File: src/rtl/neuralcore_pkg.sv
// Shared types and helpers for the binary-activation / ternary-weight MLP engine.
package neuralcore_pkg;

    localparam logic [1:0] TW_ZERO = 2'b00;
    localparam logic [1:0] TW_POS  = 2'b01;
    localparam logic [1:0] TW_NEG  = 2'b11;

    typedef enum logic [2:0] {
        IDLE,
        FETCH,
        WAIT,
        ACCUM,
        COMMIT,
        DONE
    } engine_state_e;

    // Weight x activation, where activation 1 means +1 and 0 means -1; 2'b10 is also zero.
    function automatic logic signed [1:0] ternary_mul(input logic [1:0] w, input logic a);
        logic signed [1:0] r;
        r = 2'sd0;
        if (w == TW_POS) begin
            r = a ? 2'sd1 : -2'sd1;
        end else if (w == TW_NEG) begin
            r = a ? -2'sd1 : 2'sd1;
        end
        return r;
    endfunction

    // Signed score width: holds +/-fan-in plus any bias without overflow.
    function automatic int unsigned score_width(input int unsigned in_width, input int unsigned bias_w);
        int unsigned a;
        a = 32'($clog2(in_width)) + 32'd2;
        return ((a > bias_w) ? a : bias_w) + 32'd1;
    endfunction

endpackage

File: src/rtl/mlp_layer_engine_if.sv
// Input-vector, weight-memory and result handshakes of the MLP engine.
interface mlp_layer_engine_if #(
    parameter int unsigned IN_WIDTH    = 256,
    parameter int unsigned BIAS_W      = 8,
    parameter int unsigned ADDR_W      = 8,
    parameter int unsigned NUM_CLASSES = 10
);
    localparam int unsigned SCORE_W = neuralcore_pkg::score_width(IN_WIDTH, BIAS_W);
    localparam int unsigned CLASS_W = $clog2(NUM_CLASSES);

    logic                        in_valid;
    logic                        in_ready;
    logic [IN_WIDTH-1:0]         in_data;
    logic                        w_ren;
    logic [ADDR_W-1:0]           w_addr;
    logic [2*IN_WIDTH-1:0]       w_data;
    logic signed [BIAS_W-1:0]    b_data;
    logic                        out_valid;
    logic                        out_ready;
    logic [CLASS_W-1:0]          out_class;
    logic signed [SCORE_W-1:0]   out_score;
    logic                        busy;

    modport slave (
        input  in_valid, in_data, w_data, b_data, out_ready,
        output in_ready, w_ren, w_addr, out_valid, out_class, out_score, busy
    );

    modport master (
        output in_valid, in_data, w_data, b_data, out_ready,
        input  in_ready, w_ren, w_addr, out_valid, out_class, out_score, busy
    );

endinterface

File: src/rtl/ternary_dot_lane.sv
// Combinational LANES-term signed partial sum of ternary weights against binary activations.
module ternary_dot_lane
    import neuralcore_pkg::*;
#(
    parameter int unsigned LANES  = 32,
    parameter int unsigned PSUM_W = $clog2(LANES) + 2
) (
    input  logic [2*LANES-1:0]       weights,
    input  logic [LANES-1:0]         acts,
    output logic signed [PSUM_W-1:0] psum_c
);

    always_comb begin
        psum_c = '0;
        for (int unsigned i = 0; i < LANES; i++) begin
            psum_c = psum_c + PSUM_W'(ternary_mul(weights[2*i +: 2], acts[i]));
        end
    end

endmodule

File: src/rtl/mlp_layer_engine.sv
// Time-multiplexed fully-connected inference engine: one neuron at a time, LANES terms per cycle,
// hidden layers produce sign activations and the output layer reports the argmax class.
module mlp_layer_engine
    import neuralcore_pkg::*;
#(
    parameter int unsigned IN_WIDTH    = 256,
    parameter int unsigned HID_WIDTH   = 64,
    parameter int unsigned NUM_HIDDEN  = 2,
    parameter int unsigned NUM_CLASSES = 10,
    parameter int unsigned LANES       = 32,
    parameter int unsigned BIAS_W      = 8,
    parameter int unsigned MEM_LATENCY = 1,
    parameter int unsigned ADDR_W      = 8
) (
    input  logic               clk,
    input  logic               rst,
    mlp_layer_engine_if.slave  bus
);

    localparam int unsigned SCORE_W    = score_width(IN_WIDTH, BIAS_W);
    localparam int unsigned CLASS_W    = $clog2(NUM_CLASSES);
    localparam int unsigned PSUM_W     = $clog2(LANES) + 2;
    localparam int unsigned IN_CHUNKS  = (IN_WIDTH + LANES - 1) / LANES;
    localparam int unsigned HID_CHUNKS = (HID_WIDTH + LANES - 1) / LANES;
    localparam int unsigned CHUNK_W    = $clog2(IN_CHUNKS + 1);
    localparam int unsigned WAIT_W     = $clog2(MEM_LATENCY + 1);
    localparam int unsigned MAX_N      = (HID_WIDTH > NUM_CLASSES) ? HID_WIDTH : NUM_CLASSES;
    localparam int unsigned NEUR_W     = $clog2(MAX_N + 1);
    localparam int unsigned LAYER_W    = $clog2(NUM_HIDDEN + 1);
    // Later layers only have HID_WIDTH inputs; terms above that must contribute nothing.
    localparam logic [2*IN_WIDTH-1:0] HID_MASK = (2*IN_WIDTH)'({(2*HID_WIDTH){1'b1}});

    engine_state_e             state;
    logic [IN_WIDTH-1:0]       act_cur;
    logic [HID_WIDTH-1:0]      act_nxt;
    logic [HID_WIDTH-1:0]      act_nxt_c;
    logic [2*IN_WIDTH-1:0]     w_row;
    logic signed [BIAS_W-1:0]  bias;
    logic signed [SCORE_W-1:0] acc;
    logic signed [SCORE_W-1:0] best_score;
    logic signed [SCORE_W-1:0] sum_c;
    logic [CLASS_W-1:0]        best_class;
    logic [CHUNK_W-1:0]        chunk;
    logic [WAIT_W-1:0]         wait_cnt;
    logic [NEUR_W-1:0]         neuron;
    logic [LAYER_W-1:0]        layer;
    logic [2*LANES-1:0]        w_slice_c;
    logic [LANES-1:0]          a_slice_c;
    logic signed [PSUM_W-1:0]  psum_c;
    logic                      out_layer_c;
    logic                      last_neuron_c;
    logic                      last_chunk_c;
    logic                      take_c;

    ternary_dot_lane #(
        .LANES  (LANES),
        .PSUM_W (PSUM_W)
    ) u_dot (
        .weights (w_slice_c),
        .acts    (a_slice_c),
        .psum_c  (psum_c)
    );

    // Chunk mux, layer bookkeeping and the neuron's final score.
    always_comb begin
        w_slice_c = '0;
        a_slice_c = '0;
        for (int unsigned c = 0; c < IN_CHUNKS; c++) begin
            if (32'(chunk) == c) begin
                w_slice_c = w_row[c*2*LANES +: 2*LANES];
                a_slice_c = act_cur[c*LANES +: LANES];
            end
        end
        out_layer_c   = (32'(layer) == NUM_HIDDEN);
        last_neuron_c = out_layer_c ? (32'(neuron) == NUM_CLASSES - 1)
                                    : (32'(neuron) == HID_WIDTH - 1);
        last_chunk_c  = (32'(chunk) == ((layer == '0) ? IN_CHUNKS : HID_CHUNKS) - 1);
        sum_c         = acc + SCORE_W'(bias);
        take_c        = (neuron == '0) || (sum_c > best_score);
        act_nxt_c     = act_nxt;
        for (int unsigned n = 0; n < HID_WIDTH; n++) begin
            if (32'(neuron) == n) begin
                act_nxt_c[n] = ~sum_c[SCORE_W-1];
            end
        end
    end

    always_ff @(posedge clk) begin
        if (!rst) begin
            state         <= IDLE;
            bus.in_ready  <= 1'b1;
            bus.out_valid <= 1'b0;
            bus.w_ren     <= 1'b0;
            bus.w_addr    <= '0;
            bus.out_class <= '0;
            bus.out_score <= '0;
            bus.busy      <= 1'b0;
            act_cur       <= '0;
            act_nxt       <= '0;
            w_row         <= '0;
            bias          <= '0;
            acc           <= '0;
            best_score    <= '0;
            best_class    <= '0;
            chunk         <= '0;
            wait_cnt      <= '0;
            neuron        <= '0;
            layer         <= '0;
        end else begin
            bus.w_ren <= 1'b0;
            unique case (state)
                IDLE: begin
                    if (bus.in_valid && bus.in_ready) begin
                        act_cur      <= bus.in_data;
                        neuron       <= '0;
                        layer        <= '0;
                        bus.w_addr   <= '0;
                        bus.w_ren    <= 1'b1;
                        bus.in_ready <= 1'b0;
                        bus.busy     <= 1'b1;
                        state        <= FETCH;
                    end
                end
                FETCH: begin
                    wait_cnt <= '0;
                    state    <= WAIT;
                end
                WAIT: begin
                    if (32'(wait_cnt) == MEM_LATENCY - 1) begin
                        w_row <= (layer == '0) ? bus.w_data : (bus.w_data & HID_MASK);
                        bias  <= bus.b_data;
                        acc   <= '0;
                        chunk <= '0;
                        state <= ACCUM;
                    end else begin
                        wait_cnt <= wait_cnt + WAIT_W'(1);
                    end
                end
                ACCUM: begin
                    acc   <= acc + SCORE_W'(psum_c);
                    chunk <= chunk + CHUNK_W'(1);
                    if (last_chunk_c) begin
                        state <= COMMIT;
                    end
                end
                COMMIT: begin
                    if (out_layer_c) begin
                        if (take_c) begin
                            best_score <= sum_c;
                            best_class <= CLASS_W'(neuron);
                        end
                    end else begin
                        act_nxt <= act_nxt_c;
                        // Layer swap folds into the last neuron's commit.
                        if (last_neuron_c) begin
                            act_cur <= IN_WIDTH'(act_nxt_c);
                        end
                    end
                    if (out_layer_c && last_neuron_c) begin
                        bus.out_valid <= 1'b1;
                        bus.out_class <= take_c ? CLASS_W'(neuron) : best_class;
                        bus.out_score <= take_c ? sum_c : best_score;
                        state         <= DONE;
                    end else begin
                        bus.w_ren  <= 1'b1;
                        bus.w_addr <= bus.w_addr + ADDR_W'(1);
                        state      <= FETCH;
                        if (last_neuron_c) begin
                            neuron <= '0;
                            layer  <= layer + LAYER_W'(1);
                        end else begin
                            neuron <= neuron + NEUR_W'(1);
                        end
                    end
                end
                DONE: begin
                    if (bus.out_ready) begin
                        bus.out_valid <= 1'b0;
                        bus.in_ready  <= 1'b1;
                        bus.busy      <= 1'b0;
                        state         <= IDLE;
                    end
                end
                default: state <= IDLE;
            endcase
        end
    end

endmodule

File: src/flat_wrapper.sv
// flat-port wrapper written by rule: the top's interface ports become plain ports
module mlp_layer_engine_flat import neuralcore_pkg::*;
#(
    parameter int unsigned IN_WIDTH    = 256,
    parameter int unsigned HID_WIDTH   = 64,
    parameter int unsigned NUM_HIDDEN  = 2,
    parameter int unsigned NUM_CLASSES = 10,
    parameter int unsigned LANES       = 32,
    parameter int unsigned BIAS_W      = 8,
    parameter int unsigned MEM_LATENCY = 1,
    parameter int unsigned ADDR_W      = 8
)
  (clk, rst, bus_in_valid, bus_in_data, bus_w_data, bus_b_data, bus_out_ready, bus_in_ready, bus_w_ren, bus_w_addr, bus_out_valid, bus_out_class, bus_out_score, bus_busy);
  mlp_layer_engine_if #(.IN_WIDTH(IN_WIDTH), .BIAS_W(BIAS_W), .ADDR_W(ADDR_W), .NUM_CLASSES(NUM_CLASSES)) bus_i ();
  input  logic clk;
  input  logic rst;
  input wire logic [$bits(bus_i.in_valid)-1:0] bus_in_valid;
  input wire logic [$bits(bus_i.in_data)-1:0] bus_in_data;
  input wire logic [$bits(bus_i.w_data)-1:0] bus_w_data;
  input wire logic [$bits(bus_i.b_data)-1:0] bus_b_data;
  input wire logic [$bits(bus_i.out_ready)-1:0] bus_out_ready;
  output wire logic [$bits(bus_i.in_ready)-1:0] bus_in_ready;
  output wire logic [$bits(bus_i.w_ren)-1:0] bus_w_ren;
  output wire logic [$bits(bus_i.w_addr)-1:0] bus_w_addr;
  output wire logic [$bits(bus_i.out_valid)-1:0] bus_out_valid;
  output wire logic [$bits(bus_i.out_class)-1:0] bus_out_class;
  output wire logic [$bits(bus_i.out_score)-1:0] bus_out_score;
  output wire logic [$bits(bus_i.busy)-1:0] bus_busy;
  assign bus_i.in_valid = bus_in_valid;
  assign bus_i.in_data = bus_in_data;
  assign bus_i.w_data = bus_w_data;
  assign bus_i.b_data = bus_b_data;
  assign bus_i.out_ready = bus_out_ready;
  assign bus_in_ready = bus_i.in_ready;
  assign bus_w_ren = bus_i.w_ren;
  assign bus_w_addr = bus_i.w_addr;
  assign bus_out_valid = bus_i.out_valid;
  assign bus_out_class = bus_i.out_class;
  assign bus_out_score = bus_i.out_score;
  assign bus_busy = bus_i.busy;
  mlp_layer_engine #(.IN_WIDTH(IN_WIDTH), .HID_WIDTH(HID_WIDTH), .NUM_HIDDEN(NUM_HIDDEN), .NUM_CLASSES(NUM_CLASSES), .LANES(LANES), .BIAS_W(BIAS_W), .MEM_LATENCY(MEM_LATENCY), .ADDR_W(ADDR_W)) u_core (.clk(clk), .rst(rst), .bus(bus_i));
endmodule
File: config.mk
export PLATFORM = sky130hd
export DESIGN_NAME = mlp_layer_engine_flat
export DESIGN_NICKNAME = d
export VERILOG_FILES = /design/src/rtl/neuralcore_pkg.sv /design/src/rtl/mlp_layer_engine_if.sv /design/src/rtl/ternary_dot_lane.sv /design/src/rtl/mlp_layer_engine.sv /design/src/flat_wrapper.sv
export SDC_FILE = /design/constraint.sdc
export NUM_CORES = 2
export LEC_CHECK = 0
export CORE_UTILIZATION = 25
export CTS_BUF_LIST = sky130_fd_sc_hd__clkbuf_4
export CTS_CLUSTER_SIZE = 40
export DETAILED_ROUTE_END_ITERATION = 8
export PLACE_DENSITY = 0.52
export SLEW_MARGIN = 0
export SYNTH_ARGS = -nofsm -noshare
export SYNTH_HDL_FRONTEND = slang
export SYNTH_SLANG_ARGS = --single-unit
File: constraint.sdc
create_clock -name clk -period 8.7 [get_ports clk]
set_input_delay 1.74 -clock clk [delete_from_list [all_inputs] [get_ports clk]]
set_output_delay 1.74 -clock clk [all_outputs]
set_load 0.03 [all_outputs]
==> results.ini <==
[placement]
dp_slack_ns=-0.775
dpl.hpwl_mm=184
gp_congestion=0.958
numPortBuffers=806

[route]
routedWlPerCell_um=28.2
routed_wl_mm=241
viasPerCell=5.18
drt-pass1-iter-count=6
drt_iter0_drc=4102
antenna_left=0
drc=0
vias=44200

[yosys]
synth_compound_area_frac=0.267
synth-seq-area-share=0.414
netlist_area_mm2=0.0439
syn_avg_cell_area_um2=8.62
synth_common_cells=dfxtp_1 (909), nand2_1 (786), a21oi_1 (530), a22o_1 (379), nand3_1 (283)
synth-adder-area-share=0.0721
synthCells=5098
synth_edf_count=0
async_flop_share=0
ys_ff_latch=909
ys_types=85
synth_top_family_by_area=compound AO/OA/AOI/OAI gates
yosys.area_share.xor_xnor=0.0129
syn_nets=6059
synthDominantCellAreaShare=0.414
synth_top_cell_by_area=dfxtp_1
synth_area_leaders=dfxtp_1 (41%), a22o_1 (7.6%), nand2_1 (6.7%)
synthMuxAreaShare=0.0130
synth-simple-area-share=0.159
post-synth-top-count-cell=dfxtp_1
yosys_warnings=0
synth_ff_type=dfxtp_1

[global_routing]
grt_pass1_vias=43800
grt_pass1_wl_mm=330
antenna_found_initial=63
grt_max_degree=218
grt-ovfl-total=0
gr-usage-all-layers=0.261

[clocking]
cts_buffer_depth=4
insertion_delay_ns=1.34
ctsHtreeMaxLevel=5
cts-root-buf=clkbuf_4
cts_buffers=280
clock_sink_count=909
cts_tree=done
cts.clk_slew.worst_paths_ns=0.06
cts_hold_buf=0

[worst_setup_path]
cp_max_fo=10
required_ns=9.83
cp_slowest_cell=a222oi_1
cp_common_cell=fa_1
cpPeakStageDelay_ns=0.99
worstSetupEndpointType=flip-flop
start_kind=flip-flop
criticalPathCategory=reg2reg
cp_data_arrival_time_ns=9.88

[floorplanning]
die_w_um=421
io_pins=807
start_util=0.252
core_area_mm2=0.174
rows=153
die_area_mm2=0.177
die_y_um=421

[power]
peakVddDrop_uv=1480
powerDensity_mw_per_mm2=399
leakagePower_uw=0.0225
total_power_uw=23700

[layout]
fin_util=0.341
syn_to_final_growth_pct=35.3
fin_nets=6995
final_layout_size_suffix_gt1_frac=0.136

[sta]
finalSetupViolations=2
drv_slew=0
setup_ws_ns=-0.0444
fin_worst_skew_ns=0.120
fmax_ghz=0.114
final_hold_viol_count=0
relSlewSlack=0.0814
worst_slew_pin_slew_ns=1.34
min_period_ns=8.74
fin_setup_tns_ns=-0.0760
finalCritPeriodShare=1.01
rsz0062_at_grt=yes

[status]
violations=negative setup slack
status=finished, violations left

[flow_run]
maxCapViolCount=0

[hold_path]
hold_path.class=reg2reg

==> area by class of cell <==
type	count	area [µm²]
Antenna cell	25	62.6
Inverter	158	601
Sequential cell	909	18200
Timing Repair Buffer	1131	11000
Clock buffer	378	2840
Fill cell	18400	115000
Tap cell	2325	2910
Multi-Input combinational cell	3554	23500
Clock inverter	64	327
==> through the flow <==
step	hold WS (ns)	instances	area (µm²)
3_5_place_dp	0.441	8068	55800
2_1_floorplan	0.427	5098	43900
4_1_cts	0.450	8519	59200
5_1_grt	0.470	8539	59400
6_report	0.450	8544	59400
3_3_place_gp	0.439	8068	55800
==> repair_timing <==
| action | CTS | global route |
|---|---|---|
| gates resized for setup | 43 | 34 |
| pin swaps | 34 | 32 |
| endpoints found under the setup margin | 7 | 6 |
| buffers inserted | 10 | 1 |
==> final timing paths <==
check | start | to | slack (ns) | cells after the start
max | u_core.chunk[0] | u_core.acc[9] | -0.04 | 29
max reg2reg | u_core.chunk[0] | u_core.acc[9] | -0.04 | 29
min | u_core.act_cur[108] | u_core.act_cur[108] | 0.45 | 2
min reg2reg | u_core.act_cur[108] | u_core.act_cur[108] | 0.45 | 2
==> critical path, delay by kind of cell (launching register included) <==
family / cells / cell delay, ns
adder cells (fa/ha/maj): 11 / 4.73
AO/OA/AOI/OAI: 8 / 2.36
buffers and inverters: 6 / 0.55
flip-flops: 1 / 0.36
AND/OR/NAND/NOR: 2 / 0.32
XOR/XNOR: 1 / 0.15
multiplexers: 1 / 0.08
==> layout by cell type, fill, tap and decap left out, drive strengths merged, types with 33 or more instances in the layout <==
master and n:
mux2i 55, clkinv 57, o21ai 159, ha 61, xnor2 33, a22o 379
fa 120, inv 162, clkbuf 379, a221oi 55, nor2b 65, dfxtp 909
nand2 788, a21o 33, a21oi 532, a211oi 53, nor2 235, a31oi 75
clkdlybuf4s50 805, buf 325, a22oi 83, o22ai 69, o31ai 56, and2 35
nand3 285
==> flip-flops by register name (all words and copies together) (netlist names) <==
register              count
u_core.w_row            512
u_core.act_cur          256
u_core.act_nxt           64
u_core.acc               11
u_core.best_score        11
u_core.bus.out_score     11
u_core.bias               8
u_core.bus.w_addr         8
u_core.neuron             7
u_core.best_class         4
u_core.bus.out_class      4
u_core.chunk              4
u_core.state              3
u_core.layer              2
u_core.bus.busy           1
u_core.bus.in_ready       1
u_core.bus.out_valid      1
u_core.bus.w_ren          1
==> layer usage <==
| metal | track usage | part of all wire | up-vias |
|---|---|---|---|
| met5 | 0 | 0.00072 | - |
| met4 | 0.144 | 0.057 | 28 |
| met3 | 0.0521 | 0.060 | 540 |
| met2 | 0.465 | 0.51 | 1893 |
| met1 | 0.289 | 0.37 | 21400 |
| li1 | - | - | 20400 |
==> where the power goes <==
group | switching [µW] | internal (µW)
Clock | 1980 | 2080
Sequential | 437 | 4650
Combinational | 7530 | 7050
Total | 9950 | 13800
==> logic make-up (layout without fill, tap and decap cells) <==
family,count (synthesis),in the layout
buffers and inverters,635,1731
DFF,909,909
other,0,25
and+or+nand+nor,1545,1545
xor gates and xnor gates,64,64
adders and majority gates,181,181
AOI/OAI and AO/OA,1707,1707
muxes,57,57
(Power assumes the default switching activity.)
